<file path="src/rtl/fp_sum_reduce_pkg.sv">
// Shared packed-float definitions and the reducer state type.
package fp_sum_reduce_pkg;

  localparam int FP_EXP  = 8;
  localparam int FP_MANT = 7;

  function automatic int fp_width(input int exp_w, input int mant_w);
    return exp_w + mant_w + 1;
  endfunction

  localparam logic [FP_EXP+FP_MANT:0] FP_ZERO = '0;

  typedef enum logic [1:0] {
    FLUSH,
    ACCUM,
    DRAIN,
    OUTPUT
  } state_t;

endpackage

</file>
<file path="src/rtl/fp_sum_reduce.sv">
// Streaming FP vector reducer: pairs inputs, adder results and one spare
// register so a fixed-latency pipelined adder can absorb one element per cycle.
module fp_sum_reduce
  import fp_sum_reduce_pkg::*;
#(
  parameter int EXP         = FP_EXP,
  parameter int MANT        = FP_MANT,
  parameter int WIDTH       = fp_width(EXP, MANT),
  parameter int ADD_LATENCY = 3
) (
  input  logic             clock,
  input  logic             clock_sreset,
  input  logic             in_valid,
  output logic             in_ready,
  input  logic [WIDTH-1:0] in_data,
  input  logic             in_last,
  output logic             out_valid,
  input  logic             out_ready,
  output logic [WIDTH-1:0] out_data,
  output logic             add_valid,
  output logic [WIDTH-1:0] add_dataa,
  output logic [WIDTH-1:0] add_datab,
  input  logic             add_result_valid,
  input  logic [WIDTH-1:0] add_result
);

  localparam int CNT_W = $clog2(ADD_LATENCY + 1);
  localparam logic [CNT_W-1:0] FLUSH_LAST = CNT_W'(ADD_LATENCY - 1);
  localparam logic [CNT_W-1:0] CNT_ONE    = CNT_W'(1);

  state_t             state;
  logic [CNT_W-1:0]   flush_cnt;
  logic [CNT_W-1:0]   inflight;
  logic               spare_valid;
  logic [WIDTH-1:0]   spare;

  logic pairing;
  logic res_take;
  logic in_take;

  // A result with nothing outstanding is stale or a protocol error: drop it.
  always_comb begin
    pairing  = (state == ACCUM) || (state == DRAIN);
    res_take = pairing && add_result_valid && (inflight != '0);
    in_take  = in_valid && in_ready;
  end

  assign in_ready  = (state == ACCUM);
  assign out_valid = (state == OUTPUT);

  // NOTE: all state below uses non-blocking assignments so every branch sees
  // the pre-edge values of spare_valid, inflight and add_valid.
  always_ff @(posedge clock) begin
    if (clock_sreset) begin
      state       <= FLUSH;
      flush_cnt   <= '0;
      inflight    <= '0;
      spare_valid <= 1'b0;
      spare       <= WIDTH'(FP_ZERO);
      out_data    <= WIDTH'(FP_ZERO);
      add_valid   <= 1'b0;
      add_dataa   <= WIDTH'(FP_ZERO);
      add_datab   <= WIDTH'(FP_ZERO);
    end else begin
      add_valid <= 1'b0;

      case ({add_valid, res_take})
        2'b10:   inflight <= inflight + CNT_ONE;
        2'b01:   inflight <= inflight - CNT_ONE;
        default: inflight <= inflight;
      endcase

      if (res_take && in_take) begin
        add_valid <= 1'b1;
        add_dataa <= add_result;
        add_datab <= in_data;
      end else if (res_take && spare_valid) begin
        add_valid   <= 1'b1;
        add_dataa   <= spare;
        add_datab   <= add_result;
        spare_valid <= 1'b0;
      end else if (res_take) begin
        spare       <= add_result;
        spare_valid <= 1'b1;
      end else if (in_take && spare_valid) begin
        add_valid   <= 1'b1;
        add_dataa   <= spare;
        add_datab   <= in_data;
        spare_valid <= 1'b0;
      end else if (in_take) begin
        spare       <= in_data;
        spare_valid <= 1'b1;
      end

      case (state)
        FLUSH: begin
          if (flush_cnt == FLUSH_LAST) state <= ACCUM;
          else flush_cnt <= flush_cnt + CNT_ONE;
        end
        ACCUM: begin
          if (in_take && in_last) state <= DRAIN;
        end
        DRAIN: begin
          // An issue still sitting in add_valid is not yet counted in inflight.
          if ((inflight == '0) && !add_valid && spare_valid) begin
            state    <= OUTPUT;
            out_data <= spare;
          end
        end
        OUTPUT: begin
          if (out_ready) begin
            spare_valid <= 1'b0;
            state       <= ACCUM;
          end
        end
        default: state <= FLUSH;
      endcase
    end
  end

endmodule
</file>
<file path="config.mk">
export PLATFORM = sky130hd
export DESIGN_NAME = fp_sum_reduce
export DESIGN_NICKNAME = d
export VERILOG_FILES = /design/src/rtl/fp_sum_reduce_pkg.sv /design/src/rtl/fp_sum_reduce.sv
export SDC_FILE = /design/constraint.sdc
export NUM_CORES = 1
export LEC_CHECK = 0
export ABC_AREA = 1
export CAP_MARGIN = 20
export CORE_AREA = 2 2 97 99
export DETAILED_ROUTE_END_ITERATION = 12
export DIE_AREA = 0 0 99 101
export DONT_BUFFER_PORTS = 1
export PLACE_DENSITY = 0.62
export SLEW_MARGIN = 20
export SYNTH_ARGS = -nofsm -noshare
export SYNTH_HDL_FRONTEND = slang
export SYNTH_SLANG_ARGS = --single-unit
</file>
<file path="constraint.sdc">
create_clock -name clock -period 2.2 [get_ports clock]
set_clock_uncertainty 0.05 [all_clocks]
set_input_delay 0.33 -clock clock [delete_from_list [all_inputs] [get_ports clock]]
set_output_delay 0.33 -clock clock [all_outputs]
set_load 0.01 [all_outputs]
</file>
=== Word-level counts from Yosys, hierarchy flattened ===
Cells that the tools add are included.

* Word-level logic and storage cells: 77
* Memories kept: 0
* Bits in writable memories: 0
* Memory bits (read-only): 0
* Register bits: 72
* Bits in latches: 0

* Shifts and indexed selects: 0
* Multiply operators: 0
* Multiplexer cells: 28
* Bitwise operators: 3
* Divide/modulo/power cells: 0
* Equality and inequality tests: 12
* Reduce and logical (&&, ||, !) cells: 22
* Order comparisons: 0
* Add/subtract/negate cells: 3

{| class="wikitable"
|+ Operators by type and width
! operator !! number
|-
| $mux 16 || 11
|-
| $mux 1 || 11
|-
| $logic_and 1x1->1 || 9
|-
| $eq 2x2->1 const B || 4
|-
| $mux 2 || 4
|-
| $pmux 2 s4 || 1
|-
| $reduce_and 4->1 || 2
|-
| $ne 2x1->1 const B || 3
|-
| $reduce_and 2->1 || 3
|-
| $reduce_bool 2->1 || 3
|-
| $add 2x1->2 const B || 2
|-
| $eq 2x1->1 const B || 2
|-
| $logic_not 2->1 || 2
|-
| $ne 2x2->1 const B || 2
|-
| $pmux 2 s2 || 1
|-
| $ne 3x1->1 const B || 1
|-
| $not 1->1 || 3
|-
| $reduce_bool 3->1 || 1
|-
| $sub 2x1->2 const B || 1
|-
| $logic_not 1->1 || 1
|-
| $logic_or 1x1->1 || 1
|}

=== Longest topological paths before layout ===
Gate-level depths: netlist of run 1.

* Word-level depth: 9
* Depth in mapped cells: 11
* Depth with buffers taken out: 10

=== Worst setup path before layout of run 1 ===
Ideal clock, no wire load.

* Path kind: register to register
* Start: reg state[0]
* End: reg add_datab[5]
* Required time: 2039 ps
* Path buffers: 2
* Path slack: 463 ps
* Library setup time: 111 ps
* Data arrival time: 1576 ps
* Cell stages (with the launch flop): 12
* Path through: dfxtp_1 -> inv_1 -> ha_1 -> nand2_1 -> nor2_4 -> buf_4 -> buf_4 -> nand3_1 -> nand2_1 -> nand2_1 -> inv_1 -> nor2_1

* Word-level cells in the longest chain between the ends: 7
* Elaborated cells on any way between the ends: 14

{| class="wikitable"
|+ Ends and longest elaborated chain
! item !! RTL line !! RTL
|-
| start: declaration || fp_sum_reduce.sv:31 || <nowiki>state_t state;</nowiki>
|-
| start signal: assignment || fp_sum_reduce.sv:55 || <nowiki>state <= FLUSH;</nowiki>
|-
| start signal: assignment || fp_sum_reduce.sv:97 || <nowiki>if (flush_cnt == FLUSH_LAST) state <= ACCUM;</nowiki>
|-
| start signal: assignment || fp_sum_reduce.sv:101 || <nowiki>if (in_take && in_last) state <= DRAIN;</nowiki>
|-
| $eq 2x1->1 / $eq 2x2->1 (equally long branches) || fp_sum_reduce.sv:43, fp_sum_reduce.sv:48 ||
|-
| $logic_or 1x1->1 || fp_sum_reduce.sv:43 || <nowiki>pairing = (state == ACCUM) || (state == DRAIN);</nowiki>
|-
| $logic_and 1x1->1 (2 in series) || fp_sum_reduce.sv:44 || <nowiki>res_take = pairing && add_result_valid && (inflight != '0);</nowiki>
|-
| $logic_and 1x1->1, on equally long branches || fp_sum_reduce.sv:73, fp_sum_reduce.sv:77 ||
|-
| $ne 3x1->1 (no line), or another cell as far along || n/a ||
|-
| $reduce_and 2->1 (no line) / $mux 16 (equally long branches) || n/a ||
|-
| end signal: assignment || fp_sum_reduce.sv:76 || <nowiki>add_datab <= in_data;</nowiki>
|-
| end signal: assignment || fp_sum_reduce.sv:80 || <nowiki>add_datab <= add_result;</nowiki>
|-
| end signal: assignment || fp_sum_reduce.sv:88 || <nowiki>add_datab <= in_data;</nowiki>
|-
| end: declaration || fp_sum_reduce.sv:22 || <nowiki>output logic [WIDTH-1:0] add_datab,</nowiki>
|}

Several ways; a longest one is shown, not always the timed one.
A chain may end at the register's enable or synchronous reset.

=== Worst setup path in the final report of run 1 ===
* Start: reg state[1]
* End: reg spare[8]

* Word-level cells in the longest chain between the ends: 7
* Elaborated cells on any way between the ends: 15

{| class="wikitable"
|+ Ends and longest elaborated chain
! item !! RTL line !! RTL
|-
| $eq 2x1->1 * || fp_sum_reduce.sv:48 || <nowiki>assign in_ready = (state == ACCUM);</nowiki>
|-
| via in_ready || fp_sum_reduce.sv:14 || <nowiki>output logic in_ready,</nowiki>
|-
| parallel branches: the longest is 6 deep, another holds $reduce_and 4->1 || n/a ||
|-
| end signal: assignment || fp_sum_reduce.sv:59 || <nowiki>spare <= WIDTH'(FP_ZERO);</nowiki>
|-
| end signal: assignment || fp_sum_reduce.sv:83 || <nowiki>spare <= add_result;</nowiki>
|-
| end signal: assignment || fp_sum_reduce.sv:91 || <nowiki>spare <= in_data;</nowiki>
|-
| end: declaration || fp_sum_reduce.sv:35 || <nowiki>logic [WIDTH-1:0] spare;</nowiki>
|}

Mark *: on every way through the listed nets, which the timed path passes.

==> metrics.csv, run 1 <==
metric,value,unit
Initial Util,0.435,
startpoint types,register,
Die Area,10000,sq um
I/O pins,89,
max frequency,504,MHz
H-tree levels,3,
Synth Register Bits,72,
CTS tree,yes,
clk root buf,clkbuf_8,
Worst Path Required,2400,ps
Critical Path Fanout Max,21,
Synth top area share,0.369,
"most common cell after layout, fill and taps aside",nand2_1,
largest net degree at the start of global routing,40,
Setup WS post-layout,214,ps
Tmin final,1990,ps
power density cells,987,nW/um^2
ant diodes,0,
Routed WL per cell,13.0,um
synth unique cells,24,
Post-Syn Area,3910,sq um
Critical Path End Type,register,
HP Class,input port to register,
Max Slew Vio Count,0,
initial antenna violation count,0,
Hold Fails Final Rpt,0,
"Seq/Total Area, Yosys",0.369,
Compound-Gate Fraction of Synth Area,0.0871,
row count,35,
dpl hpwl,7.19,mm
async set-reset flop share out of synthesis,0,
post-synthesis mux area share,0,
leakage dissipation,0.00230,uW
gr ovfl total,0,
Sink Count,72,
Post-Synth Adder-Cell Area,0.0192,
DR vias,3601,
core area,8980,sq um
clock slew at reported path FFs,80,ps
Setup WS pre-CTS,124,ps
vias per std cell,4.80,
fillers,950,
run status,completed,
Synth area leader,dfxtp_1,
Post-synth EDFFs,0,
DRT Pass-1 Iters,4,
main combinational cell family by area after synthesis,simple AND/OR/NAND/NOR gates,
clock insertion delay at the later pin of the skew report,340,ps
final setup fails,0,
Die W,99,um
RD Place Congestion,0.820,
Syn Nets,687,
post-route ant nets,0,
RSZ-0062 raised after global routing,false,
overall global routing resource usage,0.196,
Port Buffers,0,
worst vdd ir,0.682,mV
Rel. slew slack,0.619,
fin crit share,0.903,
XOR/XNOR Fraction of Synth Area,0,
clk buf depth,2,
Pwr Total,4170,uW
Initial DRC Count,189,
ys flop type,dfxtp_1,
Max-cap violations,0,
final WL,9.72,mm
CTS Buf Count,9,
fin area,4220,sq um
placed cell areas,3970,sq um
setup TNS,0,ps
area grow syn2layout,8.07,%
WS Path Type,register to register,
number of global-route vias before repair,3254,
first-pass GRT wire length,15.8,mm
Syn Area/Cell,6.08,sq um
crit path DAT,2180,ps
Post-CTS Setup Bufs,0,
most frequent cells in the layout,"182 x nand2_1, 124 x inv_1, 85 x nor2_1",
DRC violation count after routing,0,
post-synthesis simple-gate area fraction,0.358,
DIE HEIGHT,101,um
Yosys warning count,0,
worst slew pin tran,570,ps
fraction of layout cells with a size suffix above 1,0.0610,
NumNets Final,678,
synth top area cells,"dfxtp_1 37%, nand2_1 17%, inv_1 12%, nand3_1 8.7%, nor2_1 8.2%",
Post-Synthesis Cells,643,
==> per-layer routing <==
metal / share of wire / global-route usage / routed length, um
met4: 0.0098 / 0.0421 / 95
met3: 0.072 / 0.0624 / 699
met1: 0.42 / 0.238 / 4100
met2: 0.50 / 0.342 / 4820
met5: 0 / 0 / 0
==> final timing paths <==
path	from	end	slack [ps]	depth (start not counted)
setup / recovery	state[1]	spare[8]	210	10
hold reg to reg	flush_cnt[0]	flush_cnt[0]	430	2
hold / removal	out_ready	spare_valid	90	3
setup reg to reg	state[1]	spare[8]	210	10
==> kinds of logic (layout without fill, tap and decap cells) <==
family          Yosys count  after routing
compound gates           63             63
fa+ha+maj                 6              6
buf+inv                 160            156
flops                    72             72
simple gates            342            342
==> synth_stat cells, types with 2 or more instances <==
cell / number
nand2_2: 3
buf_4: 5
buf_6: 2
buf_2: 13
inv_2: 2
dfxtp_1: 72
nand2_1: 182
o21ai_0: 36
a21oi_1: 23
ha_1: 6
inv_1: 124
nand3_1: 68
clkbuf_1: 12
nor2_1: 85
==> critical path, stage by stage, from the launching register on <==
cell,delay (ps)
dfxtp_1,340
inv_1,110
ha_1,340
nand2_2,130
inv_4,210
o21ai_4,90
nand2_2,250
buf_12,200
nand2_1,60
nand2_1,60
nor2_1,50
==> layout make-up <==
type / count / area, sq um / share of cell area
multi-input combinational: 411 / 1810 / 0.429
sequential: 72 / 1440 / 0.341
inverter: 128 / 483 / 0.114
clock buffer: 9 / 124 / 0.0293
clock inverter: 7 / 110 / 0.0261
timing repair buffer: 12 / 113 / 0.0267
tap: 111 / 139 / 0.0329
==> state kept, by name (all words and copies together) (netlist names) <==
register,count
spare,16
flush_cnt,2
spare_valid,1
add_datab,16
add_valid,1
inflight,2
add_dataa,16
out_data,16
state,2
==> where the power goes <==
| part | internal, uW | switching, uW | total, uW |
|---|---|---|---|
| Combinational | 413 | 750 | 1160 |
| Clock | 745 | 499 | 1240 |
| Sequential | 1530 | 229 | 1760 |
==> per-stage QoR <==
stage / util / instances / hold WS, ps
3_3_place_gp: 0.442 / 733 / 352
6_report: 0.470 / 750 / 94.8
3_5_place_dp: 0.442 / 733 / 355
4_1_cts: 0.470 / 750 / 83.3
2_1_floorplan: - / 643 / 349
5_1_grt: 0.470 / 750 / 115
==> timing repair <==
action,4_1_cts,5_1_grt
endpoints found under the setup margin,0,17
resized for setup,0,2
hold endpoints to repair,3,0
hold buffers,1,0
No activity file was read; power rests on OpenSTA's default activity.
==> run 2, diff against run 1 <==
- RECOVER_POWER: not set -> 25
==> results of run 2 <==
Final layout, timing and power as in run 1 (identical DEF).
